===== config.mk =====
export PLATFORM = sky130hd
export DESIGN_NAME = wb_cmd_master
export DESIGN_NICKNAME = d
export VERILOG_FILES = /design/src/rtl/wb_cmd_master_pkg.sv /design/src/rtl/wb_cmd_watchdog.sv /design/src/rtl/wb_cmd_master.sv
export SDC_FILE = /design/constraint.sdc
export NUM_CORES = 1
export LEC_CHECK = 0
export ABC_CLOCK_PERIOD_IN_PS = 1600
export BUFFER_PORTS_ARGS = -buffer_cell sky130_fd_sc_hd__buf_2
export CORE_UTILIZATION = 45
export CTS_BUF_LIST = sky130_fd_sc_hd__clkbuf_8
export DETAILED_ROUTE_END_ITERATION = 6
export PLACE_DENSITY = 0.84
export SYNTH_ARGS = -nofsm -noshare
export SYNTH_HDL_FRONTEND = slang
export SYNTH_SLANG_ARGS = --single-unit

===== constraint.sdc =====
create_clock -name wb_clk_i -period 1.6 [get_ports wb_clk_i]
set_input_delay 0.32 -clock wb_clk_i [delete_from_list [all_inputs] [get_ports wb_clk_i]]
set_output_delay 0.32 -clock wb_clk_i [all_outputs]
set_load 0.1 [all_outputs]

===== src/rtl/wb_cmd_master_pkg.sv =====
// Shared definitions for the Wishbone command master: FSM state encoding,
// default bus widths and the watchdog counter width helper.
package wb_cmd_master_pkg;

  typedef enum logic [1:0] {
    ST_IDLE = 2'd0,
    ST_BUS  = 2'd1,
    ST_RESP = 2'd2
  } state_e;

  localparam int unsigned DEF_AW      = 32;
  localparam int unsigned DEF_DW      = 32;
  localparam int unsigned DEF_TIMEOUT = 255;

  // Counter must hold TIMEOUT_CYCLES and is never narrower than 8 bits.
  function automatic int unsigned cnt_width(input int unsigned limit);
    int unsigned w;
    w = $clog2(limit + 1);
    return (w < 8) ? 8 : w;
  endfunction

endpackage


===== src/rtl/wb_cmd_watchdog.sv =====
// BUS-phase timeout counter for wb_cmd_master. Only compiled when
// WB_MASTER_TIMEOUT_EN is defined; the default build contains no counter.
`ifdef WB_MASTER_TIMEOUT_EN
module wb_cmd_watchdog
  import wb_cmd_master_pkg::*;
#(
  parameter int unsigned TIMEOUT_CYCLES = DEF_TIMEOUT
) (
  input  logic clk_i,
  input  logic rst_i,
  input  logic clr_i,
  input  logic en_i,
  output logic expired_o
);

  localparam int unsigned CNT_W = cnt_width(TIMEOUT_CYCLES);

  logic [CNT_W-1:0] cnt_q, cnt_d;

  // Count stalled BUS cycles; saturate so a stuck enable cannot wrap.
  always_comb begin
    cnt_d = cnt_q;
    if (clr_i) begin
      cnt_d = '0;
    end else if (en_i && (cnt_q != '1)) begin
      cnt_d = cnt_q + 1'b1;
    end
  end

  // Counter register with synchronous reset.
  always_ff @(posedge clk_i) begin
    if (rst_i) cnt_q <= '0;
    else       cnt_q <= cnt_d;
  end

  // Fires on the stalled cycle that would bring the count to the limit, so
  // the master leaves BUS after exactly TIMEOUT_CYCLES cycles of strobe.
  assign expired_o = en_i && (cnt_q >= CNT_W'(TIMEOUT_CYCLES - 1));

endmodule
`endif


===== src/rtl/wb_cmd_master.sv =====
// Wishbone classic (B4, single beat) initiator driven by a valid/ready
// command port, returning read data / error on a valid/ready response port.
// Optional BUS timeout: define WB_MASTER_TIMEOUT_EN.
module wb_cmd_master
  import wb_cmd_master_pkg::*;
#(
  parameter int unsigned AW             = DEF_AW,
  parameter int unsigned DW             = DEF_DW,
  parameter int unsigned TIMEOUT_CYCLES = DEF_TIMEOUT
) (
  input  logic            wb_clk_i,
  input  logic            wb_rst_i,
  input  logic            cmd_valid_i,
  output logic            cmd_ready_o,
  input  logic            cmd_we_i,
  input  logic [AW-1:0]   cmd_adr_i,
  input  logic [DW-1:0]   cmd_dat_i,
  input  logic [DW/8-1:0] cmd_sel_i,
  output logic            rsp_valid_o,
  input  logic            rsp_ready_i,
  output logic [DW-1:0]   rsp_dat_o,
  output logic            rsp_err_o,
  output logic            wbm_cyc_o,
  output logic            wbm_stb_o,
  output logic            wbm_we_o,
  output logic [DW/8-1:0] wbm_sel_o,
  output logic [AW-1:0]   wbm_adr_o,
  output logic [DW-1:0]   wbm_dat_o,
  input  logic [DW-1:0]   wbm_dat_i,
  input  logic            wbm_ack_i,
  input  logic            wbm_err_i,
  output logic            busy_o
);

  localparam int unsigned SW = DW / 8;

  state_e          state_q, state_d;
  logic            we_q, we_d;
  logic [SW-1:0]   sel_q, sel_d;
  logic [AW-1:0]   adr_q, adr_d;
  logic [DW-1:0]   dat_q, dat_d;
  logic [DW-1:0]   rsp_dat_q, rsp_dat_d;
  logic            rsp_err_q, rsp_err_d;
  logic            timeout_hit;

`ifdef WB_MASTER_TIMEOUT_EN
  // Watchdog runs only while strobing and pauses on the completing cycle so
  // a late ack/err always beats the timeout.
  wb_cmd_watchdog #(
    .TIMEOUT_CYCLES(TIMEOUT_CYCLES)
  ) u_watchdog (
    .clk_i     (wb_clk_i),
    .rst_i     (wb_rst_i),
    .clr_i     (state_q != ST_BUS),
    .en_i      ((state_q == ST_BUS) && !wbm_ack_i && !wbm_err_i),
    .expired_o (timeout_hit)
  );
`else
  localparam int unsigned CNT_W = cnt_width(TIMEOUT_CYCLES);
  logic [CNT_W-1:0] unused_timeout;
  assign unused_timeout = CNT_W'(TIMEOUT_CYCLES);
  assign timeout_hit    = 1'b0;
`endif

  // Next-state and datapath: latch command, hold bus until completion, hold response until taken.
  always_comb begin
    state_d   = state_q;
    we_d      = we_q;
    sel_d     = sel_q;
    adr_d     = adr_q;
    dat_d     = dat_q;
    rsp_dat_d = rsp_dat_q;
    rsp_err_d = rsp_err_q;
    case (state_q)
      ST_IDLE: begin
        if (cmd_valid_i) begin
          state_d = ST_BUS;
          we_d    = cmd_we_i;
          sel_d   = cmd_sel_i;
          adr_d   = cmd_adr_i;
          dat_d   = cmd_dat_i;
        end
      end
      ST_BUS: begin
        if (wbm_ack_i || wbm_err_i || timeout_hit) begin
          state_d   = ST_RESP;
          we_d      = 1'b0;
          sel_d     = '0;
          adr_d     = '0;
          dat_d     = '0;
          rsp_err_d = wbm_err_i || timeout_hit;
          rsp_dat_d = (wbm_ack_i && !wbm_err_i && !we_q) ? wbm_dat_i : '0;
        end
      end
      ST_RESP: begin
        if (rsp_ready_i) begin
          state_d   = ST_IDLE;
          rsp_dat_d = '0;
          rsp_err_d = 1'b0;
        end
      end
      default: begin
        state_d = ST_IDLE;
      end
    endcase
  end

  // State and datapath registers with synchronous reset; reset abandons any cycle.
  always_ff @(posedge wb_clk_i) begin
    if (wb_rst_i) begin
      state_q   <= ST_IDLE;
      we_q      <= 1'b0;
      sel_q     <= '0;
      adr_q     <= '0;
      dat_q     <= '0;
      rsp_dat_q <= '0;
      rsp_err_q <= 1'b0;
    end else begin
      state_q   <= state_d;
      we_q      <= we_d;
      sel_q     <= sel_d;
      adr_q     <= adr_d;
      dat_q     <= dat_d;
      rsp_dat_q <= rsp_dat_d;
      rsp_err_q <= rsp_err_d;
    end
  end

  // Handshake and strobe outputs decode straight from the state register.
  assign cmd_ready_o = (state_q == ST_IDLE);
  assign rsp_valid_o = (state_q == ST_RESP);
  assign wbm_cyc_o   = (state_q == ST_BUS);
  assign wbm_stb_o   = (state_q == ST_BUS);
  assign busy_o      = (state_q != ST_IDLE);
  assign wbm_we_o    = we_q;
  assign wbm_sel_o   = sel_q;
  assign wbm_adr_o   = adr_q;
  assign wbm_dat_o   = dat_q;
  assign rsp_dat_o   = rsp_dat_q;
  assign rsp_err_o   = rsp_err_q;

endmodule


; ---- After elaboration in Yosys (flattened, before gate mapping)
; Cells that the tools add are included.
[word_totals]
inputBits = 107
output_inout_bits = 107
ff_bits = 104
wordCells = 46
[op_classes]
eq_ne = 5
mux = 22
reduce_logical = 12
[op_table]
columns = cell, n
row1 = $mux 32, 6
row2 = $pmux 32 s2, 3
row3 = $reduce_and 3->1, 3
row4 = $mux 4, 2
row5 = $pmux 4 s2, 1
row6 = $mux 2, 3
row7 = $pmux 2 s3, 1
row8 = $reduce_bool 2->1, 3
row9 = $mux 1, 4
row10 = $ne 2x1->1 const B, 2
row11 = $pmux 1 s2, 2
row12 = $eq 2x1->1 const B, 1
row13 = $eq 2x2->1 const B, 1
row14 = $logic_and 1x1->1, 2
row15 = $logic_not 1->1, 2
row16 = $logic_not 2->1, 1
row17 = $ne 2x2->1 const B, 1
row18 = $logic_or 1x1->1, 1

; ---- Logic depth before layout (Yosys ltp)
; Gate-level depths: netlist of run 1.
[logic_depth]
word_depth = 6
depth_mapped = 7
depth_no_buf = 4

; ---- Worst setup path after synthesis of run 1
; Ideal clock, no wire load.
[synth_path]
kind = reg2reg
start = register state_q[1]
end = register adr_q[0] (netlist: wbm_adr_o[0])
slack_ns = -2.046
stages_incl_launch_ff = 7
t_required_ns = 1.538
arrival_time_ns = 3.583
n_path_buf = 2
synth_period_minus_slack_ns = 3.646
setup_ns = 0.062
path_cell_list = dfxtp_1 -> nor2_1 -> inv_1 -> nor3b_2 -> buf_2 -> buf_2 -> a22o_1
[synth_between]
elab_chain_cells = 3
elab_cells_between_ends = 7
cone_classes = 3 x eq/ne / 1 x mux / 3 x reduce/logical
[synth_lines]
columns = element, line_no
row1 = start: declaration, wb_cmd_master.sv:37  ; state_e state_q, state_d;
row2 = start signal: assignment, wb_cmd_master.sv:119  ; state_q <= state_d;
row3 = $logic_not 2->1 *, n/a
row4 = via cmd_ready_o, wb_cmd_master.sv:14  ; output logic cmd_ready_o,
row5 = $ne 2x2->1 (no source line) / $reduce_bool 2->1 (equally long branches), n/a
row6 = $reduce_and 3->1 (no source line), n/a
row7 = end signal: assignment, wb_cmd_master.sv:122  ; adr_q <= adr_d;
row8 = end: declaration, wb_cmd_master.sv:40  ; logic [AW-1:0] adr_q, adr_d;
; Mark *: on every way through the listed nets, which the timed path passes. The rest lies on a longest branch.
; A chain may end at the register's enable or synchronous reset.

; ---- Worst setup path after layout of run 1
[layout_path]
start = register state_q[1]
end = output wbm_stb_o
[layout_between]
elab_chain_cells = 1
[layout_lines]
columns = element, line_no
row1 = $eq 2x1->1, wb_cmd_master.sv:133  ; assign wbm_stb_o = (state_q == ST_BUS);
row2 = end: declaration, wb_cmd_master.sv:24  ; output logic wbm_stb_o,
; Every way passes these cells.

==> results of run 1 <==
==> cell usage after synthesis <==
cell,number
dfxtp_1,104
a22o_1,70
nand2b_1,35
mux2i_1,32
nand3_1,32
buf_2,12
clkbuf_1,11
buf_6,4
buf_4,3
nor2_1,2
a211oi_1,1
a21oi_4,1
a2bb2oi_1,1
and2b_1,1
inv_1,1
inv_2,1
nand4b_1,1
nor3b_2,1
nor4b_2,1
o21ai_0,1
o21ba_2,1
or2_2,1
or3b_1,1
==> power groups by stage <==
| stage | sequential, mW | combinational [mW] | clock [mW] |
|---|---|---|---|
| after global routing | 2.81 | 1.78 | 1.60 |
| after detailed placement | 2.85 | 1.73 | 0 |
| after global placement | 2.85 | 1.71 | 0 |
| after floorplan | 3.78 | 0.422 | 0 |
| after CTS | 2.80 | 1.73 | 1.49 |
| final | 2.80 | 1.73 | 1.45 |
==> path summary, 6_finish.rpt <==
kind / slack (ns) / start / endpoint / cells after the start
setup / recovery: 0.08 / state_q[1] / wbm_stb_o / 2
hold / removal: 0.17 / cmd_dat_i[26] / wbm_dat_o[26] / 2
setup reg to reg: 0.09 / state_q[0] / wbm_adr_o[11] / 4
hold reg to reg: 0.47 / rsp_dat_o[9] / rsp_dat_o[9] / 2
==> layer usage <==
metal | global-route usage | part of all wire | up-vias
li1 | - | - | 1554
met1 | 0.258 | 0.41 | 1421
met2 | 0.359 | 0.51 | 127
met3 | 0.0591 | 0.062 | 9
met4 | 0.0573 | 0.011 | 0
met5 | 0 | 0 | -
==> worst max-delay path: stages, from the launching register on <==
cell     delay (ns)
dfxtp_2        0.35
and2b_2        0.31
buf_12         0.20
==> cell usage in the layout, fill, tap and decap left out <==
| master | netlist | layout |
|---|---|---|
| dfxtp_1 | 104 | 101 |
| buf_2 | 12 | 208 |
| a22o_1 | 70 | 69 |
| nor3b_4 | 0 | 1 |
| clkbuf_8 | 0 | 9 |
| a211oi_1 | 1 | 1 |
| nor2_4 | 0 | 1 |
| inv_1 | 1 | 2 |
| or3b_1 | 1 | 1 |
| a2bb2oi_1 | 1 | 1 |
| a22o_2 | 0 | 1 |
| nand3_1 | 32 | 32 |
| mux2i_1 | 32 | 32 |
| clkinv_4 | 0 | 1 |
| and2b_2 | 0 | 1 |
| inv_8 | 0 | 1 |
| nand2b_1 | 35 | 35 |
| or2_2 | 1 | 1 |
| inv_4 | 0 | 1 |
| o21ba_2 | 1 | 1 |
| nor4b_4 | 0 | 1 |
| nor2_1 | 2 | 1 |
| buf_12 | 0 | 10 |
| o21ai_0 | 1 | 1 |
| nand4b_1 | 1 | 1 |
| buf_4 | 3 | 4 |
| dfxtp_2 | 0 | 3 |
| a21oi_4 | 1 | 1 |
| clkinvlp_4 | 0 | 4 |
==> area by class of cell <==
class                           instances  area, um^2  area share
Clock buffer                            9         124      0.0242
Inverter                                2        13.8     0.00269
Clock inverter                          7        50.0     0.00977
Timing Repair Buffer                  222        1270       0.248
Multi-Input combinational cell        182        1450       0.283
Sequential cell                       104        2090       0.407
Tap cell                              102         128      0.0249
==> kinds of logic (layout without fill, tap and decap cells) <==
logic type,Yosys count,after routing,synth area share
flops,104,104,0.565
compound gates,75,75,0.179
simple gates,75,75,0.121
mux,32,32,0.0869
buf+inv,32,240,0.0479
==> flip-flops by register name, indices dropped and copies added (netlist names) <==
| register | flops |
|---|---|
| wbm_dat_o | 32 |
| state_q | 2 |
| wbm_adr_o | 32 |
| rsp_err_o | 1 |
| wbm_sel_o | 4 |
| rsp_dat_o | 32 |
| wbm_we_o | 1 |
==> per-stage QoR <==
| stage | hold slack (ns) | instances | worst slack (ns) | util |
|---|---|---|---|---|
| floorplan | 0.441 | 318 | -0.792 | - |
| global placement | 0.456 | 611 | 0.0540 | 0.633 |
| detailed placement | 0.460 | 611 | 0.0117 | 0.633 |
| CTS | 0.149 | 627 | 0.0240 | 0.655 |
| global route | 0.146 | 628 | 0.0147 | 0.656 |
| finish | 0.167 | 628 | 0.0771 | 0.656 |
==> what timing repair did <==
| action | in CTS | in global routing |
|---|---|---|
| gates cloned | 0 | 0 |
| setup buffers | 0 | 1 |
| gates resized for setup | 1 | 0 |
| hold buffers | 0 | 0 |
| pin swaps | 0 | 1 |
| endpoints found under the setup margin | 2 | 3 |
==> impl_metrics.ini, run 1 <==
[layout]
nFillCells = 636
design_area_um2 = 5120
syn2layout_area_growth_pct = 39.0
drive_above_1_share = 0.473
final_nets = 628
num_antenna_cells = 0

[run]
maxCapViolCount = 0

[die]
start_util = 0.472
rows = 32
ioPinCount = 214
die_area_um2 = 8550
fp.dieW_um = 92.5
coreArea_um2 = 7810
die_y_um = 92.5

[global_route]
grt_max_degree = 70
first_global_vias = 2906
grt_pass1_wl_mm = 14.1
grt_remaining_overflow = 0
grt_antenna_before_repair = 0
grt_usage = 0.210

[clocking]
cts_max_level = 3
clk_latency_ns = 0.35
cts.clk_slew.worst_paths_ns = 0.10
clockRootBuffer = clkbuf_8
cts_tree = yes
cts_sinks = 104
numCtsBuffers = 9
cts.path.max_buffers = 2

[pwr]
comb_power_share = 0.289
p_total_mw = 5.97
p_int_mw = 3.70
p_leak_nw = 2.47
p_sw_mw = 2.27
peakVddDrop_mv = 0.737
sw_frac_of_total = 0.381
clkPwrFrac = 0.242
seq_power_share = 0.468
power_density_nw_per_um2 = 1170

[sta]
fin_crit_ns = 1.52
min_period_over_period = 0.952
max_slew_margin = 0.663
worst-slew-pin-transition_ns = 0.509
setup_viol = 0
clock_skew_ns = 0.0148
setup-tns-final_ns = 0
rsz0062_at_grt = false
max_freq_mhz = 657
hold_viol = 0
slew_viol_final = 0

[placement]
placedInstanceArea_um2 = 4940
gp_congestion = 0.746
io_buffer_count = 213
hpwl_mm = 6.68

[logic_synthesis]
ys_ff_latch = 104
yosys-top-cells-area = dfxtp_1, a22o_1, mux2i_1
syn_nets = 425
netlist.area_leader.share = 0.565
synth_seq_area_share = 0.565
yosys.area.top_type = dfxtp_1
netlist_area_um2 = 3680
yosysWarningCount = 0
netlist-cell-type-count = 23
syn_area_per_cell_um2 = 11.6
synthCells = 318

[route]
wl_mm = 9.16
drt_iter0_drc = 108
routedWlPerCell_um = 14.6
via_per_inst = 4.95
num_vias = 3111
dr.pass1.iters = 4
ant_nets = 0
post-route-drc-count = 0

[critical_path]
start_kind = flop
path_class = reg2out
worstSetupEndpointType = output pin
cp_max_fo = 5
cp.required_ns = 1.28
arrival_ns = 1.20

[hold_path]
hp-class = in2reg

[outcome]
status = finished, final reports clean
Power figures use the tool's default switching activity.
==> run 2: changes to the inputs <==
--- a/config.mk
+++ b/config.mk
@@ -10,7 +10,9 @@
 export CORE_UTILIZATION = 45
 export CTS_BUF_LIST = sky130_fd_sc_hd__clkbuf_8
 export DETAILED_ROUTE_END_ITERATION = 6
+export GPL_TIMING_DRIVEN = 0
 export PLACE_DENSITY = 0.84
+export REMOVE_ABC_BUFFERS = 1
 export SYNTH_ARGS = -nofsm -noshare
 export SYNTH_HDL_FRONTEND = slang
 export SYNTH_SLANG_ARGS = --single-unit
==> impl_metrics.ini, run 2 (synthesized netlist as in run 1, its figures left out) <==
[placement]
placedInstanceArea_um2 = 4810
gp_congestion = 0.760
dp.cells = 608
io_buffer_count = 213
hpwl_mm = 6.84

[critical_path]
arrival_ns = 1.24
cp_max_fo = 6
r2r_cells = 4
crit_path_start = state_q[1]
r2r-start = state_q[0]
path_class = reg2out
worstSetupEndpointType = output pin
cp.required_ns = 1.28
r2r-end = wbm_dat_o[19]
start_kind = flop
r2r_setup_slack_ns = 0.07
endpoint = wbm_stb_o

[global_route]
first_global_vias = 3233
grt_pass1_wl_mm = 16.1
grt_usage = 0.241
grt_remaining_overflow = 0
gr-usage-met3 = 0.0673
grt_antenna_before_repair = 0
grt.met2_usage = 0.429
grt_max_degree = 42
met1_usage = 0.270
grt_busiest_layer = met2

[die]
coreArea_um2 = 7810
die_y_um = 92.5
start_util = 0.472
fp.dieW_um = 92.5
ioPinCount = 214
die_area_um2 = 8550
rows = 32

[sta]
min_period_over_period = 0.972
clock_skew_ns = 0.0168
slew_viol_final = 0
setup_viol = 0
max_freq_mhz = 643
max_slew_margin = 0.507
setup-tns-final_ns = 0
fin_hold_ws_ns = 0.160
rsz0062_at_grt = true
fin_crit_ns = 1.56
hold_viol = 0
worst-slew-pin-transition_ns = 0.739

[clocking]
cts_tree = yes
cts_sinks = 104
cts.path.max_buffers = 2
clk_latency_ns = 0.36
holdBufCountCts = 0
cts.clk_slew.worst_paths_ns = 0.11
clockRootBuffer = clkbuf_8
numCtsBuffers = 9
cts_max_level = 3

[layout]
layout_common_cells = buf_2, dfxtp_1, a22o_1
mostFrequentLayoutCell = buf_2
final_cell_count_no_fill = 638
post-route-util = 0.671
num_antenna_cells = 0
drive_above_1_share = 0.483
syn2layout_area_growth_pct = 42.1
final_nets = 638
design_area_um2 = 5240

[pwr]
clkPwrFrac = 0.247
peakVddDrop_mv = 0.763
p_int_mw = 3.73
seq_power_share = 0.460
comb_power_share = 0.292
p_leak_nw = 2.53
p_sw_mw = 2.34
sw_frac_of_total = 0.386
power_density_nw_per_um2 = 1160

[route]
drt_iter0_drc = 32
dr.pass1.iters = 4
routedWlPerCell_um = 16.1
wl_mm = 10.3
ant_nets = 0
via_per_inst = 5.18
post-route-drc-count = 0
num_vias = 3307

[run]
maxCapViolCount = 0

[hold_path]
hp-class = in2reg

[outcome]
status = finished, final reports clean
## run 2: cell type report
cell class	count	area, um^2
multi-input combinational	185	1500
tap	102	128
clock buffer	9	124
fill	612	2570
sequential	104	2090
inverter	2	10.0
timing repair buffer	229	1330
clock inverter	7	55.1
## run 2: routing by layer
layer  vias to the layer above  share of wire
met5                         -              0
met4                         0          0.019
met3                        15          0.079
met2                       147           0.51
met1                      1564           0.40
li1                       1581              -
## run 2: worst min path at each step
stage / start / endpoint / slack [ns] / cells past startpoint
floorplan: wb_rst_i / state_q[1] / 0.39 / 1
global placement: wbm_dat_o[5] / wbm_dat_o[5] / 0.46 / 1
detailed placement: rsp_dat_o[29] / rsp_dat_o[29] / 0.46 / 2
CTS: cmd_adr_i[12] / wbm_adr_o[12] / 0.14 / 2
global route: cmd_dat_i[6] / wbm_dat_o[6] / 0.14 / 2
finish: cmd_adr_i[25] / wbm_adr_o[25] / 0.16 / 2
## run 2: repair_timing
item | CTS | global route
pin swaps | 4 | 1
cloned | 3 | 1
setup endpoints to repair | 108 | 31
buffers inserted | 6 | 4
gates resized for setup | 28 | 2
## run 2: worst max-delay path, stage by stage (launching register included)
cell     delay [ns]
dfxtp_4        0.38
and2b_4        0.31
buf_12         0.19
## run 2: per-stage QoR
step / worst slack, ns / total power [mW]
finish: 0.0441 / 6.07
global route: 0.000352 / 6.30
CTS: 0.00182 / 6.08
detailed placement: -0.659 / 4.53
global placement: -2.34 / 4.48
floorplan: -3.59 / 4.14
## run 2: power by group through the flow
| stage | Clock [mW] | Sequential, mW | Combinational (mW) |
|---|---|---|---|
| 2_1_floorplan | 0 | 3.78 | 0.365 |
| 3_3_place_gp | 0 | 2.84 | 1.64 |
| 3_5_place_dp | 0 | 2.85 | 1.68 |
| 4_1_cts | 1.53 | 2.79 | 1.76 |
| 5_1_grt | 1.65 | 2.81 | 1.83 |
| 6_report | 1.50 | 2.79 | 1.77 |
